==> config.mk <==
export PLATFORM = sky130hd
export DESIGN_NAME = frame_scheduler_flat
export DESIGN_NICKNAME = d
export VERILOG_FILES = /design/src/rtl/game_pkg.sv /design/src/rtl/frame_scheduler_if.sv /design/src/rtl/camera_step.sv /design/src/rtl/frame_scheduler.sv /design/src/flat_wrapper.sv
export SDC_FILE = /design/constraint.sdc
export NUM_CORES = 1
export LEC_CHECK = 0
export CELL_PAD_IN_SITES_DETAIL_PLACEMENT = 1
export CELL_PAD_IN_SITES_GLOBAL_PLACEMENT = 2
export CORE_MARGIN = 1
export CORE_UTILIZATION = 39
export CTS_BUF_LIST = sky130_fd_sc_hd__clkbuf_16
export CTS_CLUSTER_DIAMETER = 200
export DETAILED_ROUTE_END_ITERATION = 16
export DONT_BUFFER_PORTS = 1
export MAX_ROUTING_LAYER = met4
export PLACE_DENSITY = 0.89
export SYNTH_ARGS = -nofsm -noshare
export SYNTH_HDL_FRONTEND = slang
export SYNTH_SLANG_ARGS = --single-unit
==> constraint.sdc <==
create_clock -name clk_in -period 3.8 [get_ports clk_in]
set_clock_uncertainty 0.1 [all_clocks]
set_input_delay 1.14 -clock clk_in [delete_from_list [all_inputs] [get_ports clk_in]]
set_output_delay 1.14 -clock clk_in [all_outputs]
set_load 0.01 [all_outputs]
==> src/rtl/game_pkg.sv <==
// Shared definitions for the frame scheduler: sequencer states and camera origin.
package game_pkg;

  typedef enum logic [2:0] {
    IDLE       = 3'd0,
    START      = 3'd1,
    STREAM     = 3'd2,
    COLLECT    = 3'd3,
    WAIT_BLANK = 3'd4,
    COMMIT     = 3'd5
  } sched_state_e;

  // Camera position after reset (centre of the starting view).
  localparam int CAM_ORIGIN_X = 640;
  localparam int CAM_ORIGIN_Y = 360;

endpackage

==> src/rtl/frame_scheduler_if.sv <==
// Handshake and camera bus between the video/game side and the frame scheduler.
interface frame_scheduler_if #(
  parameter int WORLD_BITS = 18
);

  logic                         new_frame_in;
  logic                         active_draw_in;
  logic [3:0]                   btn_in;
  logic                         env_done_in;
  logic                         obs_done_in;
  logic                         env_start_out;
  logic signed [WORLD_BITS-1:0] cam_next_x_out;
  logic signed [WORLD_BITS-1:0] cam_next_y_out;
  logic signed [WORLD_BITS-1:0] cam_x_out;
  logic signed [WORLD_BITS-1:0] cam_y_out;
  logic                         commit_out;
  logic                         busy_out;
  logic [7:0]                   overrun_count_out;

  // Driver side: video timing, buttons and the streamer/collector status.
  modport master (
    output new_frame_in, active_draw_in, btn_in, env_done_in, obs_done_in,
    input  env_start_out, cam_next_x_out, cam_next_y_out, cam_x_out, cam_y_out,
    input  commit_out, busy_out, overrun_count_out
  );

  // Scheduler side.
  modport slave (
    input  new_frame_in, active_draw_in, btn_in, env_done_in, obs_done_in,
    output env_start_out, cam_next_x_out, cam_next_y_out, cam_x_out, cam_y_out,
    output commit_out, busy_out, overrun_count_out
  );

endinterface

==> src/rtl/camera_step.sv <==
// Combinational camera move: one axis per frame, button priority left > right > down > up,
// result clamped to [CAM_MIN, CAM_MAX] using one guard bit so nothing wraps.
module camera_step #(
  parameter int WORLD_BITS = 18,
  parameter int CAM_STEP   = 5,
  parameter int CAM_MIN    = -20000,
  parameter int CAM_MAX    = 20000
) (
  input  logic signed [WORLD_BITS-1:0] cur_x,
  input  logic signed [WORLD_BITS-1:0] cur_y,
  input  logic [3:0]                   btn,
  output logic signed [WORLD_BITS-1:0] next_x,
  output logic signed [WORLD_BITS-1:0] next_y
);

  localparam logic signed [WORLD_BITS:0] STEP_E = (WORLD_BITS+1)'(CAM_STEP);
  localparam logic signed [WORLD_BITS:0] MIN_E  = (WORLD_BITS+1)'(CAM_MIN);
  localparam logic signed [WORLD_BITS:0] MAX_E  = (WORLD_BITS+1)'(CAM_MAX);

  logic signed [WORLD_BITS:0] x_ext_s;
  logic signed [WORLD_BITS:0] y_ext_s;
  logic signed [WORLD_BITS:0] x_sum_s;
  logic signed [WORLD_BITS:0] y_sum_s;

  function automatic logic signed [WORLD_BITS-1:0] clamp(input logic signed [WORLD_BITS:0] v);
    logic signed [WORLD_BITS:0] c;
    if (v < MIN_E) begin
      c = MIN_E;
    end else if (v > MAX_E) begin
      c = MAX_E;
    end else begin
      c = v;
    end
    return c[WORLD_BITS-1:0];
  endfunction

  // Widen, apply the highest-priority pressed button, then clamp back to world width.
  always_comb begin
    x_ext_s = {cur_x[WORLD_BITS-1], cur_x};
    y_ext_s = {cur_y[WORLD_BITS-1], cur_y};
    x_sum_s = x_ext_s;
    y_sum_s = y_ext_s;
    if (btn[3]) begin
      x_sum_s = x_ext_s - STEP_E;
    end else if (btn[2]) begin
      x_sum_s = x_ext_s + STEP_E;
    end else if (btn[1]) begin
      y_sum_s = y_ext_s - STEP_E;
    end else if (btn[0]) begin
      y_sum_s = y_ext_s + STEP_E;
    end else begin
      x_sum_s = x_ext_s;
      y_sum_s = y_ext_s;
    end
    next_x = clamp(x_sum_s);
    next_y = clamp(y_sum_s);
  end

endmodule

==> src/rtl/frame_scheduler.sv <==
// Per-frame sequencer: starts the environment stream, waits for stream and obstacle
// collection, then commits the pending camera during blanking. A new frame arriving
// before the commit aborts the sequence and is counted as an overrun.
module frame_scheduler
  import game_pkg::*;
#(
  parameter int WORLD_BITS = 18,
  parameter int CAM_STEP   = 5,
  parameter int CAM_MIN    = -20000,
  parameter int CAM_MAX    = 20000
) (
  input logic clk_in,
  input logic rst_in,
  frame_scheduler_if.slave bus
);

  localparam logic signed [WORLD_BITS-1:0] ORIGIN_X = (WORLD_BITS)'(CAM_ORIGIN_X);
  localparam logic signed [WORLD_BITS-1:0] ORIGIN_Y = (WORLD_BITS)'(CAM_ORIGIN_Y);

  sched_state_e                 state_r;
  logic                         obs_seen_r;
  logic                         env_start_r;
  logic                         commit_r;
  logic                         busy_r;
  logic [7:0]                   overrun_r;
  logic signed [WORLD_BITS-1:0] cam_next_x_r;
  logic signed [WORLD_BITS-1:0] cam_next_y_r;
  logic signed [WORLD_BITS-1:0] cam_x_r;
  logic signed [WORLD_BITS-1:0] cam_y_r;
  logic signed [WORLD_BITS-1:0] step_x_s;
  logic signed [WORLD_BITS-1:0] step_y_s;

  camera_step #(
    .WORLD_BITS (WORLD_BITS),
    .CAM_STEP   (CAM_STEP),
    .CAM_MIN    (CAM_MIN),
    .CAM_MAX    (CAM_MAX)
  ) u_camera_step (
    .cur_x  (cam_next_x_r),
    .cur_y  (cam_next_y_r),
    .btn    (bus.btn_in),
    .next_x (step_x_s),
    .next_y (step_y_s)
  );

  // Sequencer state, camera registers, overrun counter and registered output pulses.
  always_ff @(posedge clk_in or negedge rst_in) begin
    if (!rst_in) begin
      state_r      <= IDLE;
      obs_seen_r   <= 1'b0;
      env_start_r  <= 1'b0;
      commit_r     <= 1'b0;
      busy_r       <= 1'b0;
      overrun_r    <= 8'd0;
      cam_next_x_r <= ORIGIN_X;
      cam_next_y_r <= ORIGIN_Y;
      cam_x_r      <= ORIGIN_X;
      cam_y_r      <= ORIGIN_Y;
    end else begin
      env_start_r <= 1'b0;
      commit_r    <= 1'b0;
      // obs_done may arrive before or with env_done, so it is remembered until the next start.
      if (state_r == START) begin
        obs_seen_r <= 1'b0;
      end else if (bus.obs_done_in) begin
        obs_seen_r <= 1'b1;
      end else begin
        obs_seen_r <= obs_seen_r;
      end
      if (bus.new_frame_in && (state_r != COMMIT)) begin
        // Fresh frame: normal start from IDLE, otherwise abandon the unfinished sequence.
        if ((state_r != IDLE) && (overrun_r != 8'd255)) begin
          overrun_r <= overrun_r + 8'd1;
        end else begin
          overrun_r <= overrun_r;
        end
        cam_next_x_r <= step_x_s;
        cam_next_y_r <= step_y_s;
        state_r      <= START;
        env_start_r  <= 1'b1;
        busy_r       <= 1'b1;
      end else begin
        case (state_r)
          IDLE: begin
            state_r <= IDLE;
            busy_r  <= 1'b0;
          end
          START: begin
            state_r <= STREAM;
            busy_r  <= 1'b1;
          end
          STREAM: begin
            busy_r <= 1'b1;
            if (bus.env_done_in) begin
              state_r <= COLLECT;
            end else begin
              state_r <= STREAM;
            end
          end
          COLLECT: begin
            busy_r <= 1'b1;
            if (obs_seen_r || bus.obs_done_in) begin
              state_r <= WAIT_BLANK;
            end else begin
              state_r <= COLLECT;
            end
          end
          WAIT_BLANK: begin
            busy_r <= 1'b1;
            if (!bus.active_draw_in) begin
              state_r  <= COMMIT;
              commit_r <= 1'b1;
            end else begin
              state_r <= WAIT_BLANK;
            end
          end
          COMMIT: begin
            // The commit always completes with the camera that was culled against.
            cam_x_r <= cam_next_x_r;
            cam_y_r <= cam_next_y_r;
            if (bus.new_frame_in) begin
              cam_next_x_r <= step_x_s;
              cam_next_y_r <= step_y_s;
              state_r      <= START;
              env_start_r  <= 1'b1;
              busy_r       <= 1'b1;
            end else begin
              state_r <= IDLE;
              busy_r  <= 1'b0;
            end
          end
          default: begin
            state_r <= IDLE;
            busy_r  <= 1'b0;
          end
        endcase
      end
    end
  end

  assign bus.env_start_out     = env_start_r;
  assign bus.commit_out        = commit_r;
  assign bus.busy_out          = busy_r;
  assign bus.overrun_count_out = overrun_r;
  assign bus.cam_next_x_out    = cam_next_x_r;
  assign bus.cam_next_y_out    = cam_next_y_r;
  assign bus.cam_x_out         = cam_x_r;
  assign bus.cam_y_out         = cam_y_r;

endmodule

==> src/flat_wrapper.sv <==
// flat-port wrapper written by rule: the top's interface ports become plain ports
module frame_scheduler_flat import game_pkg::*;
#(
  parameter int WORLD_BITS = 18,
  parameter int CAM_STEP   = 5,
  parameter int CAM_MIN    = -20000,
  parameter int CAM_MAX    = 20000
)
  (clk_in, rst_in, bus_new_frame_in, bus_active_draw_in, bus_btn_in, bus_env_done_in, bus_obs_done_in, bus_env_start_out, bus_cam_next_x_out, bus_cam_next_y_out, bus_cam_x_out, bus_cam_y_out, bus_commit_out, bus_busy_out, bus_overrun_count_out);
  frame_scheduler_if #(.WORLD_BITS(WORLD_BITS)) bus_i ();
  input logic clk_in;
  input logic rst_in;
  input wire logic [$bits(bus_i.new_frame_in)-1:0] bus_new_frame_in;
  input wire logic [$bits(bus_i.active_draw_in)-1:0] bus_active_draw_in;
  input wire logic [$bits(bus_i.btn_in)-1:0] bus_btn_in;
  input wire logic [$bits(bus_i.env_done_in)-1:0] bus_env_done_in;
  input wire logic [$bits(bus_i.obs_done_in)-1:0] bus_obs_done_in;
  output wire logic [$bits(bus_i.env_start_out)-1:0] bus_env_start_out;
  output wire logic [$bits(bus_i.cam_next_x_out)-1:0] bus_cam_next_x_out;
  output wire logic [$bits(bus_i.cam_next_y_out)-1:0] bus_cam_next_y_out;
  output wire logic [$bits(bus_i.cam_x_out)-1:0] bus_cam_x_out;
  output wire logic [$bits(bus_i.cam_y_out)-1:0] bus_cam_y_out;
  output wire logic [$bits(bus_i.commit_out)-1:0] bus_commit_out;
  output wire logic [$bits(bus_i.busy_out)-1:0] bus_busy_out;
  output wire logic [$bits(bus_i.overrun_count_out)-1:0] bus_overrun_count_out;
  assign bus_i.new_frame_in = bus_new_frame_in;
  assign bus_i.active_draw_in = bus_active_draw_in;
  assign bus_i.btn_in = bus_btn_in;
  assign bus_i.env_done_in = bus_env_done_in;
  assign bus_i.obs_done_in = bus_obs_done_in;
  assign bus_env_start_out = bus_i.env_start_out;
  assign bus_cam_next_x_out = bus_i.cam_next_x_out;
  assign bus_cam_next_y_out = bus_i.cam_next_y_out;
  assign bus_cam_x_out = bus_i.cam_x_out;
  assign bus_cam_y_out = bus_i.cam_y_out;
  assign bus_commit_out = bus_i.commit_out;
  assign bus_busy_out = bus_i.busy_out;
  assign bus_overrun_count_out = bus_i.overrun_count_out;
  frame_scheduler #(.WORLD_BITS(WORLD_BITS), .CAM_STEP(CAM_STEP), .CAM_MIN(CAM_MIN), .CAM_MAX(CAM_MAX)) u_core (.clk_in(clk_in), .rst_in(rst_in), .bus(bus_i));
endmodule
# Word level (Yosys, flattened, before mapping)
# Cells that the tools add are included.
[totals]
output_inout_bits = 83
word_cells = 70
reg_bits = 87
[op_classes]
n_eq_ne = 7
n_lt_le_gt_ge = 4
n_reduce_logical = 11
add_sub_neg = 5
n_bitwise = 1
n_mux = 32
[ops]
columns = ["op", "count"]
rows = [
  ["two-way mux 18 bit", 10],
  ["two-way mux 19 bit", 6],
  ["adder 18 x 4 -> 19 bit, second input constant", 2],
  ["greater-than comparator 19 x 16 -> 1 bit, second input constant", 2],
  ["less-than comparator 19 x 16 -> 1 bit, second input constant", 2],
  ["subtractor 18 x 4 -> 19 bit, second input constant", 2],
  ["one-hot mux 3 bit (5 select lines)", 1],
  ["two-way mux 1 bit", 12],
  ["adder 8 x 1 -> 8 bit, second input constant", 1],
  ["inequality test 8 bit, second input constant", 1],
  ["== test 3 x 2 -> 1 bit, second input constant", 2],
  ["== test 3 bit, second input constant", 2],
  ["two-way mux 3 bit", 2],
  ["AND reduction 2 bit", 3],
  ["nonzero test 2 bit", 3],
  ["OR reduction 4 bit", 1],
  ["== test 3 x 1 -> 1 bit, second input constant", 1],
  ["inequality test 3 bit, second input constant", 1],
  ["nonzero test 3 bit", 1],
  ["logical AND 1 bit", 2],
  ["one-hot mux 1 bit (2 select lines)", 1],
  ["logical OR 1 bit", 1],
  ["inverter 1 bit", 1],
]

# Logic depth before layout (Yosys ltp)
# Gate-level depths: netlist (run 1).
[depth]
depth_word = 11
ltp_mapped = 13

# Modules after synthesis
# A second synthesis (run 1) with hierarchy kept.
[unflattened]
cells_unflattened = 513
area_unflattened_um2 = 5420.2
[by_module_without_submodules]
columns = ["mod", "seq_area_each_um2", "area_each_um2", "cells_per_inst", "n_inst"]
rows = [
  ["frame_scheduler", 2192.1, 3392.0, 220, 1],
  ["camera_step", 0.0, 2028.2, 293, 1],
]

# Worst setup path before layout (run 1)
# No wires, ideal clock.
[synth_path]
path_type = "input -> register"
from = "in bus_btn_in[3]"
to = "reg u_core.cam_next_y_r[11], in the netlist u_core.bus.cam_next_y_out[11]"
cell_stages = 10
slack_ps = -92
setup_time_ps = 126
required_ps = 3574
t_arrival_ps = 3667
cell_sequence = "buf_2 -> or3b_2 -> or4_4 -> o21ai_0 -> xor2_1 -> nor3_1 -> nand3_1 -> a31o_2 -> or2_2 -> nor3b_2"
[synth_between]
elab_chain_cells = 7
word_cells_on_any_way = 8
classes_between = "order compare: 2; mux: 6"
[synth_rtl]
columns = ["item", "line_no", "source"]
rows = [
  ["start: declaration", "flat_wrapper.sv:15", "input wire logic [$bits(bus_i.btn_in)-1:0] bus_btn_in;"],
  ["two-way mux 19 bit *", "camera_step.sv:43", "if (btn[3]) begin"],
  ["greater-than comparator 19 x 16 -> 1 bit", "camera_step.sv:29", "end else if (v > MAX_E) begin"],
  ["two-way mux 18 bit", "camera_step.sv:29", ""],
  ["two-way mux 18 bit *", "camera_step.sv:27", "if (v < MIN_E) begin"],
  ["two-way mux 18 bit", "frame_scheduler.sv:121", "if (bus.new_frame_in) begin"],
  ["two-way mux 18 bit", "frame_scheduler.sv:83", "case (state_r)"],
  ["two-way mux 18 bit *", "frame_scheduler.sv:70", "if (bus.new_frame_in && (state_r != COMMIT)) begin"],
  ["end signal: assignment", "frame_scheduler.sv:78", "cam_next_y_r <= step_y_s;"],
  ["end signal: assignment", "frame_scheduler.sv:123", "cam_next_y_r <= step_y_s;"],
  ["end: declaration", "frame_scheduler.sv:27", "logic signed [WORLD_BITS-1:0] cam_next_y_r;"],
]
# Mark *: on every way between the ends. The rest lies on a longest branch, timed or not. The select of a mux whose other input is x is not followed.
# A chain may end at the register's enable or synchronous reset.

# Worst setup path in the final report (run 1)
# Ends and elaborated chain as after synthesis.

==> summary.md, run 1 <==
| Metric | Value |
|---|---|
| Outcome | `complete, no violations` |
| Top cells by count, synth | `75 x dfrtp_1, 46 x nand2_1, 43 x nor2_1, 38 x nor3_1, 38 x o21ai_0` |
| Clock-pin slew on the worst setup and hold paths | `roughly 0.070 ns` |
| Via count | `4724` |
| Worst R2R Path Depth | `9` |
| First-pass GRT wire length | `27000 um` |
| Internal power | `2.09 mW` |
| Count leader, synth | `dfrtp_1` |
| Slew @ Worst Pin | `1.06 ns` |
| Number of I/O pins | `between 90 and 100` |
| Vias per inst | `approximately 6` |
| Compound-Gate Fraction of Synth Area | `between 10% and 20%` |
| Finished Core Util | `44.9%` |
| Post-Syn Area per Cell | `between 8 and 9 um^2` |
| Mapped Cells | `600` |
| N_diodes | `0` |
| Longest Clk Path Bufs | `2` |
| Post-synth EDFFs | `0` |
| # fillers | `1573` |
| Post-DP HPWL | `roughly 12000 um` |
| Crit Path Max Fanout | `19` |
| DR WL met3 | `732 um` |
| # Max-Cap Violations | `0` |
| Hold_ws | `between 0.3 and 0.4 ns` |
| Mux contribution to synthesized area | `between 5 and 6%` |
| Die width | `between 100 and 150 um` |
| PnR worst setup slack | `0.117 ns` |
| Initial DRC count | `270` |
| Post-synth cell types | `70` |
| CP required | `between 3 and 4 ns` |
| Largest family of logic cells by synthesized area | `simple AND/OR/NAND/NOR gates` |
| Routability Congestion | `between 0.9 and 1` |
| Peak supply drop | `255 uV` |
| Reg power frac | `around 44%` |
| Final hold violations | `0` |
| Final setup vio count | `0` |
| TritonRoute pass-1 iters | `4` |
| Clock Latency Late Sink | `0.36 ns` |
| Post-CTS Repair Setup Buffers | `0` |
| Initial Util | `40.4%` |
| Final ANT Viol Nets | `0` |
| Max Fclk | `272 MHz` |
| Top Layer Used | `met4` |
| Largest net degree at the start of global routing | `88` |
| Synthesis-stage register bit count | `87` |
| Total power divided by cell area | `596 nW/um^2` |
| Cts repair resizes | `0` |
| GRT Residual Overflow | `0` |
| # H-tree levels | `3` |
| Initial antenna violation count | `0` |
| Post-synth top area share | `34.8%` |
| Num rows | `42` |
| Synth Area in XOR/XNOR | `6.01%` |
| Root Buffer | `clkbuf_16` |
| Arrival time of the worst setup path | `3.82 ns` |
| DR WL/cell | `20.7 um` |
| Synth Area in Simple Gates | `22.4%` |
| Min cycle time layout | `3.68 ns` |
| Asr flop ratio synth | `100%` |
| Part of the power in combinational logic | `between 30% and 40%` |
| Share of post-route cells with drive strength above 1 | `approximately 17%` |
| Post-Syn Area | `about 5400 um^2` |
| Critical path class | `in2reg` |
| DIE AREA | `14300 um^2` |
| Nets | `620` |
| Final Slew Violations | `0` |
| Unrepaired setup endpoints after global routing | `false` |
| Largest area contributor in the netlist | `dfrtp_1` |
| Leakage power | `2.40 nW` |
| Synth Area in Adders | `under 10%` |
| Synth Flop Type | `dfrtp_1` |
| Slew headroom | `29.1%` |
| Clk pwr share | `24.6%` |
| Hold_buf cts | `0` |
| TritonCTS buffer count | `9` |
| Metal-1 WL | `7030 um` |
| Setup crit start kind | `input pin` |
| Min-delay worst type | `in2async` |
| Area Growth Syn to Fin | `11.0%` |
| CTS tree | `yes` |
| Syn. warnings | `0` |
| Register area share after synthesis | `about two fifths` |
| Crit path capture type | `flop` |
| Sw Ratio | `41.4%` |
| Core area | `13300 um^2` |
| Clock sinks | `87` |
| Mapped Nets | `616` |
| Top post-synthesis cells by area | `dfrtp_1 35%, dfstp_2 5.8%, mux2_2 5.4%` |
| Vias in the first global route | `5117` |
| Final period util | `between 90% and 100%` |
| DRC Markers | `0` |
| Total track usage | `24.9%` |
| Worst setup slack after placement | `-0.246 ns` |
| Die height | `120 um` |
| Net switching power | `1.48 mW` |
| Met2 WL | `roughly 8000 um` |
| Port Buffers | `0` |
| Final wirelength | `~16000 um` |
| Pwr Total | `3.57 mW` |
-- placed cells by master (no fill, tap or decap), drive strengths merged, types with 4 or more instances in the layout --
cell,Yosys,routed
a21o,4,4
a21oi,26,26
a22oi,4,4
a31oi,5,5
and3,4,4
buf,12,32
clkbuf,27,9
dfrtp,75,75
dfstp,12,12
ha,6,6
inv,23,27
mux2,26,26
nand2,46,46
nand2b,9,9
nand3,20,20
nand4,6,6
nor2,44,44
nor2b,7,7
nor3,39,39
nor3b,5,5
nor4,12,12
o21a,10,10
o21ai,41,41
o22a,7,7
o22ai,7,7
o2bb2ai,5,5
or3,15,15
or4,7,7
xnor2,23,23
xor2,14,14
-- layer usage --
| metal | global-route usage, % | vias up |
|---|---|---|
| met5 | - | - |
| met4 | 8.98 | 0 |
| met3 | 5.18 | 25 |
| met2 | 41.7 | 122 |
| met1 | 29.6 | 2375 |
| li1 | - | 2202 |
-- cell type report --
| cell class | instances | area (um^2) | area share, % |
|---|---|---|---|
| multi-input cells | 451 | 2960 | 49.4 |
| flip-flops and latches | 87 | 2190 | 36.6 |
| repair buffers | 32 | 240 | 4.01 |
| clock buffers | 9 | 225 | 3.76 |
| well taps | 176 | 220 | 3.68 |
| inverters | 23 | 86.3 | 1.44 |
| clock inverters | 7 | 63.8 | 1.07 |
-- final timing paths --
| path | start | end | slack, ns |
|---|---|---|---|
| worst max-delay path | bus_btn_in[3] | u_core.bus.cam_next_y_out[11] | 0.12 |
| worst max register to register | u_core.bus.cam_next_y_out[4] | u_core.bus.cam_next_y_out[11] | 0.24 |
| min in group clk_in | u_core.bus.cam_x_out[7] | u_core.bus.cam_x_out[7] | 0.43 |
| worst min register to register | u_core.bus.cam_x_out[7] | u_core.bus.cam_x_out[7] | 0.43 |
| max in group asynchronous | rst_in | u_core.bus.cam_x_out[7] | 3.02 |
| worst min-delay path | rst_in | u_core.bus.cam_y_out[12] | 0.37 |
-- per-stage QoR --
step           setup TNS (ns)  instance area, um^2  std cells
3_5_place_dp            -2.20                 5690        769
2_1_floorplan               0                 5390        600
3_3_place_gp           -0.263                 5690        769
4_1_cts                     0                 5980        785
6_report                    0                 5990        785
5_1_grt                     0                 5990        785
-- power by group through the flow --
stage	Combinational [mW]	Clock [mW]	Sequential [mW]
global route	1.25	0.934	1.62
floorplan	0.895	0	1.41
CTS	1.12	0.906	1.57
detailed placement	1.11	0	1.59
finish	1.12	0.877	1.57
global placement	1.06	0	1.58
-- state kept, by name, summed over array words and instances (netlist names), 3 cells and up --
name / count
u_core.bus.cam_next_y_out: 18
u_core.bus.overrun_count_out: 8
u_core.bus.cam_next_x_out: 18
u_core.state_r: 3
u_core.bus.cam_y_out: 18
u_core.bus.cam_x_out: 18
-- worst max-delay path, cell delays in order --
cell and delay, ns:
or3b_2 0.47, buf_4 0.16, nor4_2 0.19, buf_4 0.18, a2bb2oi_1 0.12, nor2_1 0.27
xnor2_1 0.26, o21ai_0 0.21, a31o_2 0.31, or2_2 0.33, nor3b_2 0.17
-- kinds of logic after synthesis --
logic type | after synthesis
and+or+nand+nor | 230
AOI/OAI and AO/OA | 149
buffers and inverters | 62
adders and majority gates | 6
DFF | 87
muxes | 29
xor gates and xnor gates | 37
Note: power is estimated with default switching activity, not from simulation.
==> inputs of run 2 (changes only) <==
- GPL_ROUTABILITY_DRIVEN: default -> 1
- GPL_TIMING_DRIVEN: default -> 0
==> run 2 against run 1 <==
Against the previous run:
- final area up 1.3%
- total power up 4.7%
- first-iteration DRC count up 23%
- sequential power down 5%
- worst hold slack worse by 0.0047 ns
- via count up 4.7%
- flip-flop and latch count unchanged
- wire length up 12%
- register-to-register slack worse by 0.07 ns
- die area unchanged
- critical path depth down 1
- clock power up 14%
- critical path type unchanged
- largest cell class unchanged
- largest power group unchanged
- highest routed layer unchanged
==> summary.md, run 2 (synthesis results as in run 1) <==
| Metric | Value |
|---|---|
| Slew @ Worst Pin | `0.830 ns (-0.230 ns)` |
| Total power divided by cell area | `615 nW/um^2 (+3.3%)` |
| Num rows | `42 (unchanged)` |
| Finished Core Util | `45.5% (+0.59 points)` |
| Area Growth Syn to Fin | `12.5%` |
| N_diodes | `0 (unchanged)` |
| Clock sinks | `87 (unchanged)` |
| Crit path to | `u_core.bus.cam_next_y_out[5]` |
| Initial DRC count | `332 (+23%)` |
| Final setup vio count | `0 (unchanged)` |
| Final period util | `97.8% (+0.83 points)` |
| Slew headroom | `44.7% (+16 points)` |
| Min-delay worst type | `in2async` |
| First-pass GRT wire length | `28800 um (+6.8%)` |
| Nets | `632 (+1.9%)` |
| Part of the power in combinational logic | `33.3% (+1.9 points)` |
| TritonRoute pass-1 iters | `4 (unchanged)` |
| Share of post-route cells with drive strength above 1 | `15.6% (-1.3 points)` |
| Unrepaired setup endpoints after global routing | `false` |
| Vias in the first global route | `5169 (+1.0%)` |
| Final ANT Viol Nets | `0 (unchanged)` |
| Crit path capture type | `flop` |
| CTS tree | `yes` |
| Core area | `13300 um^2 (unchanged)` |
| # H-tree levels | `3 (unchanged)` |
| Via count | `4946 (+4.7%)` |
| Post-DP HPWL | `13300 um (+13%)` |
| TritonCTS buffer count | `9 (unchanged)` |
| Final wirelength | `18200 um (+12%)` |
| DIE AREA | `14300 um^2 (unchanged)` |
| Root Buffer | `clkbuf_16` |
| Leakage power | `2.40 nW (-0.24%)` |
| Max Fclk | `269 MHz (-0.85%)` |
| Net switching power | `1.54 mW (+4.2%)` |
| Setup crit start kind | `input pin` |
| Initial Util | `40.4% (unchanged)` |
| Die height | `120 um (unchanged)` |
| Final setup TNS | `0 ns (unchanged)` |
| Number of I/O pins | `93 (unchanged)` |
| Critical path class | `in2reg` |
| Largest net degree at the start of global routing | `88 (unchanged)` |
| Crit Path Max Fanout | `10 (-9)` |
| Peak supply drop | `275 uV (+7.7%)` |
| Worst Path Buf+Inv | `1 (-1)` |
| Crit-path slowest cell | `or4b_1` |
| Sw Ratio | `41.2% (-0.19 points)` |
| Critical-path cell list | `buf_2 > or4b_1 > nor3_1 > mux2i_1 > xor2_1 > or4_1 > nand3_1 > a31o_2 > nand3b_1 > o22a_1` |
| R2R setup slack | `0.17 ns (-0.07 ns)` |
| Clock-pin slew on the worst setup and hold paths | `0.07 ns (about the same)` |
| Arrival time of the worst setup path | `3.90 ns (+0.08 ns)` |
| DR WL/cell | `22.9 um (+11%)` |
| Port Buffers | `0 (unchanged)` |
| CP Depth | `10 (-1)` |
| Internal power | `2.20 mW (+5.0%)` |
| Commonest non-fill, non-tap cell in the layout | `dfrtp_1` |
| Clock Latency Late Sink | `0.36 ns (about the same)` |
| Outcome | `complete, no violations` |
| Initial antenna violation count | `0 (unchanged)` |
| # Max-Cap Violations | `0 (unchanged)` |
| Die width | `120 um (unchanged)` |
| Most frequent cells in the layout | `75 x dfrtp_1, 46 x nand2_1, 42 x nor2_1, 37 x o21ai_0, 35 x nor3_1` |
| Final Slew Violations | `0 (unchanged)` |
| Reg power frac | `39.8% (-4.3 points)` |
| Final hold violations | `0 (unchanged)` |
| Min cycle time layout | `3.71 ns (+0.0317 ns)` |
| Longest Clk Path Bufs | `2 (unchanged)` |
| Critical Path Start | `bus_btn_in[3]` |
| GRT Residual Overflow | `0 (unchanged)` |
| Worst R2R Path Depth | `12 (+3)` |
| Hold_ws | `0.368 ns (-0.00467 ns)` |
| DRC Markers | `0 (unchanged)` |
| CP required | `3.98 ns (+0.04 ns)` |
| Crit-path max cell delay | `0.58 ns (+0.11 ns)` |
| Crit Reg-Reg Startpoint | `u_core.bus.cam_next_y_out[0]` |
| Hold_buf cts | `0 (unchanged)` |
| FF-to-FF End | `u_core.bus.cam_next_y_out[9]` |
| Routability Congestion | `0.952 (+0.38%)` |
| Total track usage | `27.0% (+2.1 points)` |
| Clk pwr share | `26.9% (+2.3 points)` |
| Vias per inst | `6.21 (+3.1%)` |
| Critical path's top delay family | `simple AND/OR/NAND/NOR gates` |
[run 2: per-stage QoR]
step	instances	setup WS [ns]	area (um^2)	total power, mW
6_report	797	0.0854	6070	3.73
5_1_grt	797	0.00129	6070	3.93
4_1_cts	792	0.0203	5970	3.71
3_5_place_dp	776	-0.505	5610	2.69
3_3_place_gp	776	-0.439	5610	2.63
2_1_floorplan	600	0.000437	5390	2.31
[run 2: per-layer routing]
metal  global-route usage (%)  routed length (um)  vias up  share of wire, %
met2                     44.2                9020      136                50
li1                         -                   -     2231                 -
met1                     32.4                7590     2540                42
met4                     11.9                 744        0               4.1
met3                     5.23                 862       39               4.7
met5                        -                   0        -                 0
[run 2: area by class of cell]
| cell class | instances | area (um^2) |
|---|---|---|
| Buffer | 39 | 168 |
| Clock buffer | 9 | 225 |
| Clock inverter | 7 | 104 |
| Fill cell | 1572 | 7280 |
| Inverter | 23 | 86.3 |
| Multi-Input combinational cell | 451 | 3030 |
| Sequential cell | 87 | 2190 |
| Tap cell | 176 | 220 |
| Timing Repair Buffer | 5 | 37.5 |
[run 2: power groups by stage]
| stage | clock, mW | sequential [mW] | combinational [mW] |
|---|---|---|---|
| 3_3_place_gp | 0 | 1.49 | 1.14 |
| 4_1_cts | 1.03 | 1.49 | 1.20 |
| 5_1_grt | 1.05 | 1.52 | 1.37 |
| 3_5_place_dp | 0 | 1.50 | 1.18 |
| 2_1_floorplan | 0 | 1.41 | 0.895 |
| 6_report | 1.00 | 1.49 | 1.24 |
[run 2: worst min-delay path by stage]
stage / from / end / cells after the start
floorplan: u_core.obs_seen_r / u_core.obs_seen_r / 2
global placement: u_core.bus.cam_x_out[7] / u_core.bus.cam_x_out[7] / 2
detailed placement: u_core.bus.cam_x_out[7] / u_core.bus.cam_x_out[7] / 2
CTS: rst_in / u_core.bus.cam_next_y_out[12] / 0
global route: rst_in / u_core.bus.cam_next_y_out[12] / 0
finish: rst_in / u_core.bus.cam_next_y_out[12] / 0
[run 2: what timing repair did]
item,in CTS,in global routing
resized for setup,6,16
setup buffers,0,5
endpoints found under the hold margin,0,0
setup endpoints to repair,16,28
pin swaps,0,6
==> inputs of run 3 (changes only) <==
- MAX_ROUTING_LAYER: met4 -> default
==> run 3 against run 2 <==
Against the previous run:
- non-clock buffer count shrank 3
- register-to-register slack about the same
- total power fell by 2.6%
- critical path depth stayed put
- clock-buffer cell count did not move
- utilization down 0.17 points
- critical path type unchanged
==> summary.md, run 3 (synthesis results as in run 1) <==
| Metric | Value |
|---|---|
| FF-to-FF End | `u_core.bus.cam_next_x_out[2]` |
| Setup crit start kind | `input pin` |
| Worst setup slack after placement | `-0.723 ns (-0.218 ns)` |
| Final setup vio count | `0 (unchanged)` |
| Clock Latency Late Sink | `0.36 ns (about the same)` |
| Arrival time of the worst setup path | `3.86 ns (-0.04 ns)` |
| Die width | `120 um (unchanged)` |
| Largest net degree at the start of global routing | `88 (unchanged)` |
| Root Buffer | `clkbuf_16` |
| PnR worst setup slack | `0.0663 ns (-0.0192 ns)` |
| Final wirelength | `17900 um (-1.8%)` |
| Most frequent cells in the layout | `75 x dfrtp_1, 46 x nand2_1, 41 x nor2_1, 37 x o21ai_0, 35 x nor3_1` |
| Final Slew Violations | `0 (unchanged)` |
| Core area | `13300 um^2 (unchanged)` |
| Slew @ Worst Pin | `0.891 ns (+0.0605 ns)` |
| Commonest non-fill, non-tap cell in the layout | `dfrtp_1` |
| Leakage power | `2.38 nW (-0.59%)` |
| Critical-path cell list | `buf_2 > or3b_2 > or4_1 > o21ai_4 > xor2_1 > nor3_1 > nand3_1 > a31o_2 > or2_2 > o2111a_1` |
| Crit path to | `u_core.bus.cam_next_y_out[9]` |
| Fin cells | `794 (-0.38%)` |
| Placed Instance Area | `5610 um^2 (unchanged)` |
| Die height | `120 um (unchanged)` |
| Critical path class | `in2reg` |
| Via count | `4800 (-3.0%)` |
| Post-DP HPWL | `13100 um (-1.4%)` |
| Vias per inst | `6.05 (-2.6%)` |
| Total track usage | `26.0% (-1.1 points)` |
| Initial antenna violation count | `0 (unchanged)` |
| TritonRoute pass-1 iters | `4 (unchanged)` |
| # Max-Cap Violations | `0 (unchanged)` |
| Vias in the first global route | `5092 (-1.5%)` |
| Initial DRC count | `234 (-30%)` |
| Clock sinks | `87 (unchanged)` |
| Dpl cells | `776 (unchanged)` |
| Crit Path Max Fanout | `10 (unchanged)` |
| Min cycle time layout | `3.73 ns (+0.0192 ns)` |
| Final hold violations | `0 (unchanged)` |
| DR WL/cell | `22.5 um (-1.5%)` |
| R2R setup slack | `0.16 ns (about the same)` |
| Clock-pin slew on the worst setup and hold paths | `0.07 ns (about the same)` |
| Unrepaired setup endpoints after global routing | `true` |
| CTS tree | `yes` |
| Area Growth Syn to Fin | `12.1%` |
| Initial Util | `40.4% (unchanged)` |
| Outcome | `complete, no violations` |
| DRC Markers | `0 (unchanged)` |
| Total power divided by cell area | `601 nW/um^2 (-2.3%)` |
| TritonCTS buffer count | `9 (unchanged)` |
| Routability Congestion | `0.920 (-3.4%)` |
| Critical Path Start | `bus_btn_in[3]` |
| N_diodes | `0 (unchanged)` |
| Hold_ws | `0.370 ns (+0.00255 ns)` |
| CP required | `3.93 ns (-0.05 ns)` |
| Crit Reg-Reg Startpoint | `u_core.bus.cam_next_x_out[0]` |
| Worst R2R Path Depth | `11 (-1)` |
| Share of post-route cells with drive strength above 1 | `15.9% (+0.24 points)` |
| Longest Clk Path Bufs | `2 (unchanged)` |
| Finished Core Util | `45.3% (-0.17 points)` |
| Final ANT Viol Nets | `0 (unchanged)` |
| Crit-path max cell delay | `0.59 ns (about the same)` |
| Number of I/O pins | `93 (unchanged)` |
| First-pass GRT wire length | `28300 um (-1.7%)` |
| Cell area after layout | `6040 um^2 (-0.37%)` |
| Peak supply drop | `293 uV (+6.6%)` |
| Max Fclk | `268 MHz (-0.51%)` |
| Hold_buf cts | `0 (unchanged)` |
| Slew headroom | `40.6% (-4.0 points)` |
| Num rows | `42 (unchanged)` |
| GRT Residual Overflow | `0 (unchanged)` |
| # H-tree levels | `3 (unchanged)` |
| DIE AREA | `14300 um^2 (unchanged)` |
| Crit path capture type | `flop` |
| Port Buffers | `0 (unchanged)` |
| Final period util | `98.3% (+0.50 points)` |
| Min-delay worst type | `in2async` |
| Crit-path slowest cell | `or4_1` |
| Nets | `629 (-0.47%)` |
-- run 3: worst min-delay path by stage --
stage                     slack (ns)                    start                       endpoint  cells past startpoint
after detailed placement        0.41  u_core.bus.cam_x_out[7]        u_core.bus.cam_x_out[7]                      2
after CTS                       0.36                   rst_in       u_core.bus.cam_y_out[12]                      0
after floorplan                 0.38        u_core.obs_seen_r              u_core.obs_seen_r                      2
after global placement          0.40  u_core.bus.cam_x_out[7]        u_core.bus.cam_x_out[7]                      2
final                           0.37                   rst_in       u_core.bus.cam_y_out[12]                      0
after global routing            0.36                   rst_in  u_core.bus.cam_next_y_out[12]                      0
-- run 3: repair_timing --
action | 4_1_cts | 5_1_grt
gates resized for setup | 9 | 18
setup buffers | 0 | 2
pin swaps | 0 | 1
cloned | 0 | 0
setup endpoints to repair | 18 | 26
-- run 3: metrics by stage --
stage	power, mW	TNS, ns
floorplan	2.31	0
global placement	2.63	-11.45
detailed placement	2.68	-12.30
CTS	3.62	0
global route	3.86	-0.0220
finish	3.64	0
-- run 3: area by class of cell --
cell class	count	area, um^2
Clock buffer	9	225
Inverter	23	86.3
Sequential cell	87	2190
Fill cell	1565	7300
Clock inverter	7	72.6
Timing Repair Buffer	2	15.0
Buffer	39	168
Tap cell	176	220
Multi-Input combinational cell	451	3070
-- run 3: power by group --
group,internal (mW),switching (mW)
clock,0.512,0.399
sequential,1.14,0.342
combinational,0.471,0.772
total,2.12,1.51
-- run 3: layer usage --
layer  track usage [%]  vias up  share of wire (%)
met1              31.0     2433                 42
li1                  -     2232                  -
met5                 0        -                  0
met4              12.6        0                3.1
met3              6.04       35                5.0
met2              43.8      100                 50
-- run 3: critical path: cells and delay by family --
| kind | cells | cell delay, ns |
|---|---|---|
| AND/OR/NAND/NOR | 5 | 1.79 |
| AO/OA/AOI/OAI | 3 | 0.63 |
| buffers and inverters | 1 | 0.16 |
| XOR/XNOR | 1 | 0.13 |
